### src/rtl/hw6_seq_alu_if.sv
// Operand/result bus between the operand register file and the sequential ALU.
// The master drives the operation request. The slave returns ready, the result and the flags.
interface hw6_seq_alu_if #(
    parameter int WIDTH = 16
);
    logic             in_valid;
    logic             in_ready;
    logic [WIDTH-1:0] aluin1;
    logic [WIDTH-1:0] aluin2;
    logic [2:0]       alu_control;
    logic             out_valid;
    logic [WIDTH-1:0] aluout;
    logic             alu_carry;
    logic             alu_zero;

    modport master (
        output in_valid, aluin1, aluin2, alu_control,
        input  in_ready, out_valid, aluout, alu_carry, alu_zero
    );

    modport slave (
        input  in_valid, aluin1, aluin2, alu_control,
        output in_ready, out_valid, aluout, alu_carry, alu_zero
    );
endinterface

### src/rtl/hw6_seq_alu.sv
// Registered WIDTH-bit ALU: single-cycle add/sub/logic/shift plus an iterative shift-add multiply.
//
// state | meaning
// ------+---------------------------------------------------------------
// IDLE  | ready for a new op; single-cycle ops complete at their accept edge
// MUL   | shift-add multiply in flight; inputs ignored until it completes
module hw6_seq_alu #(
    parameter int WIDTH = 16
) (
    input logic          clk,
    input logic          rst_n,
    hw6_seq_alu_if.slave bus
);
    localparam int SHW = $clog2(WIDTH);

    localparam logic [2:0] OP_ADD = 3'b000;
    localparam logic [2:0] OP_SUB = 3'b001;
    localparam logic [2:0] OP_AND = 3'b010;
    localparam logic [2:0] OP_OR  = 3'b011;
    localparam logic [2:0] OP_XOR = 3'b100;
    localparam logic [2:0] OP_SRL = 3'b101;
    localparam logic [2:0] OP_MUL = 3'b110;

    typedef enum logic {IDLE, MUL} state_t;

    state_t             state;
    logic [WIDTH-1:0]   out_q;
    logic               carry_q;
    logic               zero_q;
    logic               valid_q;
    logic [2*WIDTH-1:0] acc;
    logic [2*WIDTH-1:0] mcnd;
    logic [WIDTH-1:0]   mplr;
    logic [SHW-1:0]     cnt;

    logic [WIDTH:0]     sum_w;
    logic [WIDTH:0]     diff_w;
    logic [WIDTH:0]     srl_w;
    logic [WIDTH-1:0]   op_res;
    logic               op_carry;
    logic [2*WIDTH-1:0] acc_nxt;

    assign bus.in_ready  = (state == IDLE);
    assign bus.out_valid = valid_q;
    assign bus.aluout    = out_q;
    assign bus.alu_carry = carry_q;
    assign bus.alu_zero  = zero_q;

    // Single-cycle datapath; SRL shifts a guard bit in below A so the last bit out lands in bit 0.
    always_comb begin
        sum_w    = {1'b0, bus.aluin1} + {1'b0, bus.aluin2};
        diff_w   = {1'b0, bus.aluin1} - {1'b0, bus.aluin2};
        srl_w    = {bus.aluin1, 1'b0} >> bus.aluin2[SHW-1:0];
        op_res   = '0;
        op_carry = 1'b0;
        case (bus.alu_control)
            OP_ADD: begin op_res = sum_w[WIDTH-1:0];  op_carry = sum_w[WIDTH];  end
            OP_SUB: begin op_res = diff_w[WIDTH-1:0]; op_carry = diff_w[WIDTH]; end
            OP_AND: op_res = bus.aluin1 & bus.aluin2;
            OP_OR:  op_res = bus.aluin1 | bus.aluin2;
            OP_XOR: op_res = bus.aluin1 ^ bus.aluin2;
            OP_SRL: begin op_res = srl_w[WIDTH:1];    op_carry = srl_w[0];      end
            default: begin op_res = '0; op_carry = 1'b0; end
        endcase
    end

    // Partial-product step of the multiply.
    always_comb begin
        acc_nxt = acc + (mplr[0] ? mcnd : '0);
    end

    // Control FSM with registered result, flags and completion pulse.
    always_ff @(posedge clk or negedge rst_n) begin
        if (!rst_n) begin
            state   <= IDLE;
            out_q   <= '0;
            carry_q <= 1'b0;
            zero_q  <= 1'b0;
            valid_q <= 1'b0;
            acc     <= '0;
            mcnd    <= '0;
            mplr    <= '0;
            cnt     <= '0;
        end else begin
            valid_q <= 1'b0;
            case (state)
                IDLE: begin
                    if (bus.in_valid) begin
                        if (bus.alu_control == OP_MUL) begin
                            mcnd  <= {{WIDTH{1'b0}}, bus.aluin1};
                            mplr  <= bus.aluin2;
                            acc   <= '0;
                            cnt   <= SHW'(WIDTH - 1);
                            state <= MUL;
                        end else begin
                            out_q   <= op_res;
                            carry_q <= op_carry;
                            zero_q  <= (op_res == '0);
                            valid_q <= 1'b1;
                        end
                    end
                end
                MUL: begin
                    acc  <= acc_nxt;
                    mcnd <= mcnd << 1;
                    mplr <= mplr >> 1;
                    cnt  <= cnt - SHW'(1);
                    if (cnt == '0) begin
                        out_q   <= acc_nxt[WIDTH-1:0];
                        carry_q <= |acc_nxt[2*WIDTH-1:WIDTH];
                        zero_q  <= (acc_nxt[WIDTH-1:0] == '0);
                        valid_q <= 1'b1;
                        state   <= IDLE;
                    end
                end
                default: state <= IDLE;
            endcase
        end
    end
endmodule

### src/flat_wrapper.sv
// flat-port wrapper written by rule: the top's interface ports become plain ports
module hw6_seq_alu_flat 
#(
    parameter int WIDTH = 16
)
  (clk, rst_n, bus_in_valid, bus_aluin1, bus_aluin2, bus_alu_control, bus_in_ready, bus_out_valid, bus_aluout, bus_alu_carry, bus_alu_zero);
  hw6_seq_alu_if #(.WIDTH(WIDTH)) bus_i ();
  input logic clk;
  input logic rst_n;
  input wire logic [$bits(bus_i.in_valid)-1:0] bus_in_valid;
  input wire logic [$bits(bus_i.aluin1)-1:0] bus_aluin1;
  input wire logic [$bits(bus_i.aluin2)-1:0] bus_aluin2;
  input wire logic [$bits(bus_i.alu_control)-1:0] bus_alu_control;
  output wire logic [$bits(bus_i.in_ready)-1:0] bus_in_ready;
  output wire logic [$bits(bus_i.out_valid)-1:0] bus_out_valid;
  output wire logic [$bits(bus_i.aluout)-1:0] bus_aluout;
  output wire logic [$bits(bus_i.alu_carry)-1:0] bus_alu_carry;
  output wire logic [$bits(bus_i.alu_zero)-1:0] bus_alu_zero;
  assign bus_i.in_valid = bus_in_valid;
  assign bus_i.aluin1 = bus_aluin1;
  assign bus_i.aluin2 = bus_aluin2;
  assign bus_i.alu_control = bus_alu_control;
  assign bus_in_ready = bus_i.in_ready;
  assign bus_out_valid = bus_i.out_valid;
  assign bus_aluout = bus_i.aluout;
  assign bus_alu_carry = bus_i.alu_carry;
  assign bus_alu_zero = bus_i.alu_zero;
  hw6_seq_alu #(.WIDTH(WIDTH)) u_core (.clk(clk), .rst_n(rst_n), .bus(bus_i));
endmodule
### config.mk
export PLATFORM = sky130hd
export DESIGN_NAME = hw6_seq_alu_flat
export DESIGN_NICKNAME = d
export VERILOG_FILES = /design/src/rtl/hw6_seq_alu_if.sv /design/src/rtl/hw6_seq_alu.sv /design/src/flat_wrapper.sv
export SDC_FILE = /design/constraint.sdc
export NUM_CORES = 1
export LEC_CHECK = 0
export BUFFER_PORTS_ARGS = -buffer_cell sky130_fd_sc_hd__clkbuf_2
export CORE_MARGIN = 4
export CORE_UTILIZATION = 40
export DETAILED_ROUTE_END_ITERATION = 8
export PLACE_DENSITY_LB_ADDON = 0.05
export REMOVE_ABC_BUFFERS = 1
export SYNTH_ARGS = -nofsm -noshare
export SYNTH_HDL_FRONTEND = slang
export SYNTH_SLANG_ARGS = --single-unit
### constraint.sdc
create_clock -name clk -period 4.72 [get_ports clk]
set_clock_uncertainty 0.15 [all_clocks]
set_input_delay 0.708 -clock clk [delete_from_list [all_inputs] [get_ports clk]]
set_output_delay 0.708 -clock clk [all_outputs]
set_load 0.05 [all_outputs]
==> After elaboration in Yosys (flattened, before gate mapping) <==
Index checks and enable logic that the tools add are counted.
{ "word_totals": {"ff_bits": 104, "inputBits": 38, "out_inout_bits": 20, "word_cells": 70} }
{ "op_classes": {"add_sub_neg": 4, "n_eq_ne": 10, "shifts": 1, "muxes": 35, "n_bitwise": 4, "reduce_logical": 7} }
{ "ops": {"columns": ["operator", "count"], "rows": [
  ["$mux W32", 5],
  ["$pmux W32 S2", 2],
  ["$pmux W16 S6", 1],
  ["$mux W16", 5],
  ["$pmux W16 S2", 2],
  ["$add A32 B32 Y32", 1],
  ["$logic_not A16 Y1", 2],
  ["$add A16 B16 Y17", 1],
  ["$shr A17 B4 Y17", 1],
  ["$sub A16 B16 Y17", 1],
  ["$and A16 B16 Y16", 1],
  ["$or A16 B16 Y16", 1],
  ["$reduce_or A16 Y1", 1],
  ["$xor A16 B16 Y16", 1],
  ["$mux W1", 12],
  ["$eq A3 B3 Y1 const B", 3],
  ["$mux W4", 2],
  ["$pmux W1 S2", 4],
  ["$pmux W4 S2", 1],
  ["$eq A3 B2 Y1 const B", 2],
  ["$ne A2 B2 Y1 const B", 3],
  ["$logic_not A4 Y1", 1],
  ["$sub A4 B1 Y4 const B", 1],
  ["$eq A3 B1 Y1 const B", 1],
  ["other kinds (6)", 6]
]} }

==> Longest topological paths before layout <==
Gate-level depths: netlist (run 1).
{ "depth": {"ltp_word": 6, "depth_mapped": 13, "mapped_depth_nobuf": 13} }

==> Least setup slack after synthesis (run 1) <==
OpenSTA, ideal clock, no wires.
{ "synth_path": {"kind": "input-to-reg", "start": "input port bus_aluin2[1]", "end": "register u_core.zero_q, in the netlist u_core.bus.alu_zero", "setup_time_ns": 0.076, "arrival_time_ns": 3.533, "t_required_ns": 4.494, "setup_slack_ns": 0.960, "path_stages": 13, "path_buffers": 2, "cell_sequence": "buf_2 buf_2 inv_1 ha_1 or2_1 a221oi_1 nor4b_1 o41a_1 o22ai_2 a2bb2oi_1 a22o_1 or3b_1 o21ai_1"} }
{ "synth_via": {"elab_chain_cells": 6, "word_cells_on_any_way": 11, "classes_between": "add/sub (2); shift (1); mux (4); bitwise (3); reduce/logical (1)"} }
{ "synth_lines": {"columns": ["element", "line_no", "source"], "rows": [
  ["start, declared", "flat_wrapper.sv:12", "input wire logic [$bits(bus_i.aluin2)-1:0] bus_aluin2;"],
  ["$sub A16 B16 Y17, or another cell as far along", "hw6_seq_alu.sv:52", "diff_w = {1'b0, bus.aluin1} - {1'b0, bus.aluin2};"],
  ["$pmux W16 S6 *", "hw6_seq_alu.sv:56", "case (bus.alu_control)"],
  ["$logic_not A16 Y1 *", "hw6_seq_alu.sv:98", "zero_q <= (op_res == '0);"],
  ["$mux W1 *", "hw6_seq_alu.sv:89", "if (bus.alu_control == OP_MUL) begin"],
  ["$mux W1 *", "hw6_seq_alu.sv:88", "if (bus.in_valid) begin"],
  ["$pmux W1 S2 *", "hw6_seq_alu.sv:86", "case (state)"],
  ["end signal, assigned", "hw6_seq_alu.sv:98", null],
  ["end signal, assigned", "hw6_seq_alu.sv:111", "zero_q <= (acc_nxt[WIDTH-1:0] == '0);"],
  ["end, declared", "hw6_seq_alu.sv:29", "logic zero_q;"]
]} }
Every way passes the cells marked *; elsewhere a longest branch is shown, timed or not. The select of a mux whose other input is x is not followed.
A chain may end at the register's enable or synchronous reset.

==> Worst setup path after layout (run 1) <==
{ "layout_path": {"start": "register u_core.mplr[0]", "end": "register u_core.carry_q, in the netlist u_core.bus.alu_carry"} }
{ "layout_via": {"elab_chain_cells": 5} }
{ "layout_lines": {"columns": ["element", "line_no", "source"], "rows": [
  ["start, declared", "hw6_seq_alu.sv:33", "logic [WIDTH-1:0] mplr;"],
  ["start signal, assigned", "hw6_seq_alu.sv:91", "mplr <= bus.aluin2;"],
  ["start signal, assigned", "hw6_seq_alu.sv:106", "mplr <= mplr >> 1;"],
  ["$mux W32", "hw6_seq_alu.sv:69", "acc_nxt = acc + (mplr[0] ? mcnd : '0);"],
  ["$add A32 B32 Y32", "hw6_seq_alu.sv:69", null],
  ["$reduce_or A16 Y1", "hw6_seq_alu.sv:110", "carry_q <= |acc_nxt[2*WIDTH-1:WIDTH];"],
  ["$mux W1", "hw6_seq_alu.sv:108", "if (cnt == '0) begin"],
  ["$pmux W1 S2", "hw6_seq_alu.sv:86", null],
  ["end signal, assigned", "hw6_seq_alu.sv:97", "carry_q <= op_carry;"],
  ["end signal, assigned", "hw6_seq_alu.sv:110", null],
  ["end, declared", "hw6_seq_alu.sv:28", "logic carry_q;"]
]} }
No other way between the ends. The select of a mux whose other input is x is not followed.

==> qor.yml, run 1 <==
p_int_mw: 2.859
finalCritPeriodShare_pct: 84.86
p_switching_mw: 2.612
yosysSeqAreaShare_pct: 26.98
htree_levels: 3
cts_root_buf: "clkbuf_16"
stdcell_count: 1496
cts_buffers: 9
dp_hpwl_um: 22940
drc_errors: 0
vias: 8729
grt_start_max_net_pins: 87
die_w_um: 163.3
crit_path_end_kind: "flop"
worst_pin_slew_ps: 859.0
synthArstFlopShare_pct: 100.0
gp_congestion: 0.8967
fmax_mhz: 249.7
synth_edf_count: 0
critical_path_class: "flop to flop"
clock_power_share_pct: 14.3
coreArea_um2: 23610
cpPeakStageDelay_ps: 540
ioPinCount: 58
pwr-share-comb_pct: 56.4
drv_cap: 0
min_period_ps: 4006
antenna_cells: 0
p_seq_share_pct: 29.3
clkTransAtPathRegs_ps: 80
power_leakage_nw: 4.754
crit_chain: "buf_4 > and2_1 > ha_1 > nand2_1 > nor4_1 > nand3_1 > a311oi_2 > o21ai_0 > a32oi_1 > o2111ai_1 > o41ai_1 > a32oi_1"
hold_viol: 0
hold_class: "primary input to async pin"
reg2reg_depth: 12
setup_violations: 0
slew_violations: 0
drtPass1Iterations: 5
path_common_cell: "a32oi_1"
p_sw_share_pct: 47.73
die_area_um2: 26660
maxSlewHeadroom_pct: 41.98
reg2reg_slack_ps: 710
rsz0062_at_grt: "false"
hold-worst-slack_ps: 207.3
synthCells: 1159
die_h_um: 163.3
arrival_ps: 4080
wl_met3_um: 784
worstPathMaxFanout: 18
ys.flop_type: "dfrtp_1"
placed_cells: 1480
post_cts_buffers: 0
wl_met1_um: 13590
setup.worst_path.start_class: "flop"
layout-drive-gt1-share_pct: 11.05
cts_tree: "built"
overflow: 0
final_antenna_net_count: 0
port-buffer-count: 57
avgSynthCellArea_um2: 8.322
r2r_start: "u_core.mplr[0]$_DFFE_PN0P_"
path_delay_family: "compound AO/OA/AOI/OAI gates"
top_layer: "met4"
clkLatencyLatePin_ps: 360
drtIter0Drc: 605
crit_buf_inv: 1
pwr_density_cell_nw_per_um2: 521.6
netlist_area_um2: 9646
cts_buffer_depth: 2
start_util_pct: 40.85
rr_endpoint: "u_core.bus.alu_carry$_DFFE_PN0P_"
grt_pass1_vias: 8851
nets: 1296
ys_ff_latch: 104
syn_to_final_growth_pct: 8.743
antenna_found_initial: 0
critPathRequiredTime_ps: 4790
synth_cell_type_count: 88
outcome: "finished, final reports clean"
numClockSinks: 104
grt_first_pass_wirelength_um: 48650
rows: 56
yosys_warnings: 0
via_per_inst: 5.835
cp_slowest_cell: "dfrtp_1"
routedWlPerCell_um: 20.09
met2WireLength_um: 14860
cts_resized: 0
routed_wl_um: 30050
track_usage_pct: 22.88
ir_drop_mv: 0.1866
hold_buffers: 0
-- kinds of logic (layout without fill, tap and decap cells) --
logic type,count (synthesis),after routing,share of synthesized area (%)
adders and majority gates,86,86,11.39
xor gates and xnor gates,32,32,2.984
DFF,104,104,26.98
and+or+nand+nor,367,367,18.50
muxes,60,60,7.796
AOI/OAI and AO/OA,380,380,26.98
buffers and inverters,130,148,5.370
-- cell usage in the layout (no fill, tap or decap), drive strengths merged, types with 5 or more instances in the layout --
cell type	instances
a2111oi	5
a211oi	14
a21o	14
a21oi	71
a221oi	10
a22o	35
a22oi	5
a2bb2oi	7
a31oi	15
and2	34
and3	5
buf	18
clkbuf	67
dfrtp	104
ha	83
inv	59
mux2i	47
mux4	12
nand2	116
nand2b	14
nand3	21
nand4	8
nor2	84
nor2b	9
nor3	32
nor4	5
o211ai	16
o21a	6
o21ai	107
o21bai	11
o22ai	7
o31ai	10
or2	9
or3	9
xnor2	19
xor2	13
-- worst max-delay path by stage --
| stage | start | endpoint | cells after the start | slack, ps |
|---|---|---|---|---|
| 2_1_floorplan | u_core.state$_DFF_PN0_ | u_core.cnt[3]$_DFFE_PN0P_ | 4 | -1730 |
| 3_3_place_gp | bus_aluin2[2] | u_core.bus.alu_carry$_DFFE_PN0P_ | 12 | 490 |
| 3_5_place_dp | bus_aluin2[2] | u_core.bus.alu_carry$_DFFE_PN0P_ | 12 | 520 |
| 4_1_cts | u_core.mplr[0]$_DFFE_PN0P_ | u_core.bus.alu_carry$_DFFE_PN0P_ | 12 | 700 |
| 5_1_grt | u_core.mplr[0]$_DFFE_PN0P_ | u_core.bus.alu_carry$_DFFE_PN0P_ | 12 | 310 |
| 6_report | u_core.mplr[0]$_DFFE_PN0P_ | u_core.bus.alu_carry$_DFFE_PN0P_ | 12 | 710 |
-- registers in the layout (all words and copies together) (netlist names) --
register,cells
u_core.acc,32
u_core.mcnd,32
u_core.bus.aluout,16
u_core.mplr,16
u_core.cnt,4
u_core.bus.alu_carry,1
u_core.bus.alu_zero,1
u_core.bus.out_valid,1
u_core.state,1
-- per-stage QoR --
stage               power (mW)  util, %  worst slack, ps  cell area [um^2]  setup TNS, ps
floorplan                3.838        -            -1728              9345        -129590
global placement         4.725    43.19            493.5             10200              0
detailed placement       4.726    43.19            520.2             10200              0
CTS                      5.539    44.42            700.4             10490              0
global route             5.940    44.42            314.0             10490              0
finish                   5.471    44.42            714.4             10490              0
-- Yosys cell counts, types with 4 or more instances --
library cell  instances  area (um^2)
ha_1                 83         1039
or3_1                 9        56.30
o31ai_1              10        75.07
xnor2_1              18        157.7
o21a_1                6        45.04
mux2i_1              47        470.5
mux4_2               12        270.3
nand2b_1             14        87.58
a2bb2oi_1             7        61.31
nor4_1                5        31.28
xor2_1               13        113.9
o21bai_1             11        82.58
inv_1                58        217.7
o22ai_1               6        37.54
nor3_1               32        160.2
o21ai_1               8        40.04
a32o_1                4        40.04
buf_2                 7        35.03
dfrtp_1             104         2603
nor2_1               84        315.3
a22o_1               35        306.5
nor2b_1               9        56.30
o211ai_1             15        112.6
nand3_1              21        105.1
a22oi_1               5        37.54
a21oi_1              67        335.3
or2_2                 7        43.79
buf_1                 6        22.52
a221oi_1              9        78.83
a211oi_1             12        90.09
a21oi_2               4        35.03
a21o_1               14        105.1
clkbuf_1             56        210.2
nand2_1             116        435.4
and2_1               34        212.7
a31oi_1              15        93.84
a2111oi_0             5        43.79
and3_1                4        25.02
a2111o_1              4        45.04
nand4_1               8        50.05
o41ai_1               4        35.03
o21ai_0              99        495.5
-- layout make-up --
class,count,area [um^2]
fill,2399,13120
multi-input combinational,925,6548
sequential,104,2606
timing repair buffer,74,427.9
tap,319,399.1
clock buffer,11,232.7
inverter,58,217.7
clock inverter,5,57.56
-- power groups by stage --
stage                     Combinational [mW]  Clock [mW]  Sequential [mW]
after floorplan                         2.04           0             1.80
after global placement                  3.10           0             1.62
after detailed placement                3.10           0             1.62
final                                   3.09       0.782             1.60
after CTS                               3.12       0.811             1.61
after global routing                    3.43       0.845             1.66
-- routing by layer --
metal	GRT usage, %	up-vias
met5	0	-
met4	7.205	0
met3	2.851	46
met2	39.79	180
met1	29.67	4221
li1	-	4282
No activity file was read; power rests on OpenSTA's default activity.
==> run 2: changes to the inputs <==
--- a/config.mk
+++ b/config.mk
@@ -5,6 +5,7 @@
 export SDC_FILE = /design/constraint.sdc
 export NUM_CORES = 1
 export LEC_CHECK = 0
+export ABC_AREA = 1
 export BUFFER_PORTS_ARGS = -buffer_cell sky130_fd_sc_hd__clkbuf_2
 export CORE_MARGIN = 4
 export CORE_UTILIZATION = 40
==> constraint.sdc (replaced) <==
create_clock -name clk -period 3.2 [get_ports clk]
set_clock_uncertainty 0.15 [all_clocks]
set_input_delay 0.48 -clock clk [delete_from_list [all_inputs] [get_ports clk]]
set_output_delay 0.48 -clock clk [all_outputs]
set_load 0.05 [all_outputs]
==> qor.yml, run 2 <==
post_cts_buffers: 0
die_w_um: 169.1
drc_errors: 0
reg_top3: "u_core.acc x32, u_core.mcnd x32"
ys_ff_latch: 104
p_sw_share_pct: 52.97
slew_violations: 0
critical_path_class: "flop to flop"
layout-drive-gt1-share_pct: 8.287
cts_buffer_depth: 2
port-buffer-count: 57
syn_to_final_growth_pct: 11.02
htree_levels: 3
antenna_found_initial: 0
overflow: 0
multi_input_area_um2: 6406
critPathRequiredTime_ps: 3290
arrival_ps: 3080
cts_buffers: 9
crit_chain: "nand2_1 > inv_1 > ha_1 > fa_1 > nand3_1 > nand3_1 > nand2_1 > nand2_1 > a21oi_1 > xor2_1 > nor2_1 > nand2_1 > nor2_1 > nand2_1 > nand2_1 > a21oi_1"
synth_common_cells: "nand2_1 (604), inv_1 (295), nor2_1 (145), nand3_1 (140), dfrtp_1 (104)"
final_common_cell: "nand2_1"
rows: 58
finalCritPeriodShare_pct: 93.30
drtPass1Iterations: 5
yosys.area.top_type: "dfrtp_1"
track_usage_pct: 25.24
coreArea_um2: 25400
synth_edf_count: 0
grt_start_max_net_pins: 76
yosysSeqAreaShare_pct: 25.06
outcome: "finished, final reports clean"
utilization_pct: 45.40
final_antenna_net_count: 0
dp_hpwl_um: 29240
routed_wl_um: 35870
pwr-share-comb_pct: 64.8
placed_cells: 2099
p_switching_mw: 5.394
synthCells: 1727
seq_area_um2: 2604
vias: 10864
die_h_um: 169.1
fmax_mhz: 334.9
via_per_inst: 5.134
cts_tree: "built"
routedWlPerCell_um: 16.95
avgSynthCellArea_um2: 6.014
numClockSinks: 104
grt_pass1_vias: 10870
hold_viol: 0
rsz0062_at_grt: "true"
gp_congestion: 0.9283
ys.flop_type: "dfrtp_1"
post-place-ws_ps: 42.85
crit_path_end_kind: "flop"
synth_cell_type_count: 40
hold_path_depth: 3
finalWorstSetupSlack_ps: 214.3
die_area_um2: 28610
cts_root_buf: "clkbuf_16"
worst_pin_slew_ps: 890.1
yosysTopAreaCellShare_pct: 25.06
hold_class: "primary input to flop"
ioPinCount: 58
p_int_mw: 4.789
nets: 1905
maxSlewHeadroom_pct: 40.66
setup_violations: 0
netlist_area_um2: 10390
power_leakage_nw: 6.649
worstPathMaxFanout: 5
final_cell_mix: "nand2_1 (604), inv_1 (295), nor2_1 (144)"
synthArstFlopShare_pct: 100.0
yosysMostFrequentCell: "nand2_1"
fillers: 2878
clkLatencyLatePin_ps: 370
cp_slowest_cell: "dfrtp_1"
setup.worst_path.start_class: "flop"
grt_first_pass_wirelength_um: 57820
fin_total_pwr_mw: 10.18
path_common_cell: "nand2_1"
min_period_ps: 2986
antenna_cells: 0
netlist_top_cells_area: "dfrtp_1 (25%), nand2_1 (22%), inv_1 (11%)"
cpPeakStageDelay_ps: 470
p_seq_share_pct: 23.5
yosys_warnings: 0
stdcell_count: 2116
drv_cap: 0
ir_drop_mv: 0.4842
reg2reg_depth: 16
drtIter0Drc: 652
clock_power_share_pct: 11.7
clkTransAtPathRegs_ps: 80
pwr_density_cell_nw_per_um2: 883.1
start_util_pct: 40.89
-- run 2: cell types whose count changed in the layout (fill, tap and decap cells not counted), sizes merged, moves of 47 or more --
cell | before | now
inv | 59 | 312
mux2i | 47 | 0
nand2 | 116 | 604
nand3 | 21 | 142
nor2 | 84 | 147
o21ai | 107 | 54
-- run 2: critical path: cells and delay by family (launching register included) --
kind / cells / cell delay [ps]
AOI/OAI and AO/OA: 2 / 390
DFF: 1 / 470
buffers and inverters: 1 / 40
and+or+nand+nor: 10 / 980
xor gates and xnor gates: 1 / 150
adders and majority gates: 2 / 680
-- run 2: final cells by class --
type,count,area share (%)
multi-input cells,1260,55.56
inverters,308,10.03
repair buffers,98,5.512
flip-flops and latches,104,22.58
clock inverters,7,0.7921
well taps,330,3.581
clock buffers,9,1.953
-- run 2: worst paths after layout --
check                                      startpoint                               end  slack, ps
min                                    bus_aluin2[13]       u_core.mplr[13]$_DFFE_PN0P_        240
max reg2reg                u_core.mplr[0]$_DFFE_PN0P_  u_core.bus.alu_carry$_DFFE_PN0P_        210
min reg2reg                 u_core.acc[6]$_DFFE_PN0P_         u_core.acc[6]$_DFFE_PN0P_        340
min in group asynchronous                       rst_n       u_core.mcnd[19]$_DFFE_PN0P_        520
max in group asynchronous                       rst_n        u_core.mplr[1]$_DFFE_PN0P_       1600
max                        u_core.mplr[0]$_DFFE_PN0P_  u_core.bus.alu_carry$_DFFE_PN0P_        210
-- run 2: repair_timing --
item / 4_1_cts / 5_1_grt
setup endpoints to repair: 0 / 2
endpoints found under the hold margin: 4 / 0
gates resized for setup: 0 / 2
hold buffers: 1 / 0
-- run 2: cell families after synthesis --
logic type                 share of synthesized area, %
adders and majority gates                         10.58
AOI/OAI and AO/OA                                 12.73
and+or+nand+nor                                   36.97
buffers and inverters                             13.48
DFF                                               25.06
xor gates and xnor gates                          1.181
-- run 2: layer usage --
layer | global-route usage, % | vias up | wire, um | part of all wire (%)
li1 | - | 5566 | - | -
met1 | 30.78 | 5042 | 15380 | 43
met2 | 47.28 | 194 | 18650 | 52
met3 | 1.863 | 62 | 760 | 2.1
met4 | 7.735 | 0 | 1071 | 3.0
met5 | 0 | - | 0 | 0
-- run 2: power by group through the flow --
stage	combinational (mW)	clock (mW)	sequential [mW]
finish	6.60	1.19	2.39
global route	7.52	1.27	2.47
CTS	6.67	1.22	2.40
detailed placement	6.63	0	2.42
global placement	6.61	0	2.42
floorplan	4.25	0	2.78
-- run 2: per-stage QoR --
step	TNS (ps)	hold WS [ps]	instance area [um^2]
final	0	239.5	11530
after global routing	-72.65	262.3	11530
after CTS	0	233.0	11520
after detailed placement	0	320.7	11200
after global placement	0	319.4	11200
after floorplan	-294970	34.41	10140
==> run 3: changes to the inputs <==
--- a/config.mk
+++ b/config.mk
@@ -11,7 +11,9 @@
 export CORE_UTILIZATION = 40
 export DETAILED_ROUTE_END_ITERATION = 8
 export PLACE_DENSITY_LB_ADDON = 0.05
+export RECOVER_POWER = 100
 export REMOVE_ABC_BUFFERS = 1
+export SKIP_LAST_GASP = 1
 export SYNTH_ARGS = -nofsm -noshare
 export SYNTH_HDL_FRONTEND = slang
 export SYNTH_SLANG_ARGS = --single-unit
==> qor.yml, run 3 (synthesis results as in run 2) <==
outcome: "finished, final reports clean"
grt_start_max_net_pins: 76
crit_buf_inv: 1
setup_violations: 0
track_usage_pct: 25.24
worst_pin_slew_ps: 1361
final_common_cell: "nand2_1"
antenna_cells: 0
htree_levels: 3
r2r_start: "u_core.mplr[0]$_DFFE_PN0P_"
rr_endpoint: "u_core.bus.alu_carry$_DFFE_PN0P_"
min_period_ps: 2985
p_int_mw: 4.758
reg_top3: "u_core.acc x32, u_core.mcnd x32"
die_w_um: 169.1
routedWlPerCell_um: 16.98
via_per_inst: 5.174
path_delay_family: "simple AND/OR/NAND/NOR gates"
post-place-ws_ps: 42.85
dp_hpwl_um: 29240
path_common_cell: "nand2_1"
gp_congestion: 0.9283
p_seq_share_pct: 23.5
drtIter0Drc: 590
finalCritPeriodShare_pct: 93.30
clock_power_share_pct: 11.7
reg2reg_depth: 16
cts_root_buf: "clkbuf_16"
maxSlewHeadroom_pct: 9.291
ir_drop_mv: 0.4644
p_sw_share_pct: 53.16
final_cell_mix: "nand2_1 (604), inv_1 (297), nor2_1 (144)"
routed_wl_um: 35940
cpPeakStageDelay_ps: 470
layout-drive-gt1-share_pct: 7.055
final_antenna_net_count: 0
p_switching_mw: 5.399
numClockSinks: 104
cts_buffer_depth: 2
fmax_mhz: 335.0
rows: 58
clkLatencyLatePin_ps: 380
antenna_found_initial: 0
overflow: 0
setup.worst_path.start_class: "flop"
crit_start: "u_core.mplr[0]$_DFFE_PN0P_"
placed_area_um2: 11200
utilization_pct: 45.22
cts_buffers: 9
drtPass1Iterations: 5
nets: 1905
grt_pass1_vias: 10870
cp_slowest_cell: "dfrtp_1"
ioPinCount: 58
drv_cap: 0
coreArea_um2: 25400
hold_class: "primary input to flop"
rsz0062_at_grt: "true"
reg2reg_slack_ps: 210
grt_first_pass_wirelength_um: 57820
start_util_pct: 40.89
pwr_density_cell_nw_per_um2: 884.3
critical_path_class: "flop to flop"
syn_to_final_growth_pct: 10.59
cts_tree: "built"
fin_area_um2: 11490
hold-worst-slack_ps: 237.8
die_area_um2: 28610
pwr-share-comb_pct: 64.8
arrival_ps: 3080
power_leakage_nw: 6.588
hold_viol: 0
clkTransAtPathRegs_ps: 80
cp.depth: 16
worstPathMaxFanout: 5
drc_errors: 0
cp-endpoint: "u_core.bus.alu_carry$_DFFE_PN0P_"
die_h_um: 169.1
fin_total_pwr_mw: 10.16
port-buffer-count: 57
critPathRequiredTime_ps: 3290
crit_path_end_kind: "flop"
slew_violations: 0
vias: 10949
crit_chain: "nand2_1 > inv_1 > ha_1 > fa_1 > nand3_1 > nand3_1 > nand2_1 > nand2_1 > a21oi_1 > xor2_1 > nor2_1 > nand2_1 > nor2_1 > nand2_1 > nand2_1 > a21oi_1"
finalWorstSetupSlack_ps: 214.5
run 3: changes by cell type in the layout (fill, tap and decap cells not counted), sizes merged:
cell | before | now
buf | 41 | 37
clkbuf | 65 | 69
run 3: timing repair:
item | CTS | global route
gates resized for setup | 0 | 2
hold buffers | 1 | 0
setup buffers | 0 | 0
setup endpoints to repair | 0 | 2
hold endpoints to repair | 4 | 0
run 3: how the worst min path moves through the flow:
stage                                         start                          end  depth (start not counted)
final                                bus_aluin2[13]  u_core.mplr[13]$_DFFE_PN0P_                          3
after global routing                  bus_aluin2[4]   u_core.mplr[4]$_DFFE_PN0P_                          3
after CTS                            bus_aluin2[13]  u_core.mplr[13]$_DFFE_PN0P_                          3
after detailed placement  u_core.acc[6]$_DFFE_PN0P_    u_core.acc[6]$_DFFE_PN0P_                          2
after global placement    u_core.acc[7]$_DFFE_PN0P_    u_core.acc[7]$_DFFE_PN0P_                          2
after floorplan                               rst_n    u_core.acc[0]$_DFFE_PN0P_                          0
run 3: cell type report:
cell class	count	area, um^2
fillers	2882	13910
multi-input cells	1260	6406
flip-flops and latches	104	2604
inverters	308	1156
repair buffers	98	590.6
well taps	330	412.9
clock buffers	9	225.2
clock inverters	7	91.34
run 3: stage by stage:
stage               TNS, ps  std cells
floorplan           -294970       1672
global placement          0       2099
detailed placement        0       2099
CTS                       0       2116
global route         -72.65       2116
finish                    0       2116
run 3: power by group through the flow:
stage / clock [mW] / combinational (mW) / sequential [mW]
after floorplan: 0 / 4.25 / 2.78
after global placement: 0 / 6.61 / 2.42
after detailed placement: 0 / 6.63 / 2.42
after CTS: 1.22 / 6.67 / 2.40
after global routing: 1.27 / 7.49 / 2.48
final: 1.19 / 6.58 / 2.39
run 3: layer usage:
layer	vias to the layer above	share of wire, %	GRT usage (%)
met1	5123	43	30.78
met2	204	52	47.28
met3	64	2.2	1.863
met5	-	0	0
met4	0	3.1	7.735
li1	5558	-	-
run 3: worst register-to-register path: cells and delay by family, from the launching register on:
family          cells  cell delay, ps
simple gates       10             970
fa+ha+maj           2             680
flops               1             470
compound gates      2             390
xor+xnor            1             150
buf+inv             1              40
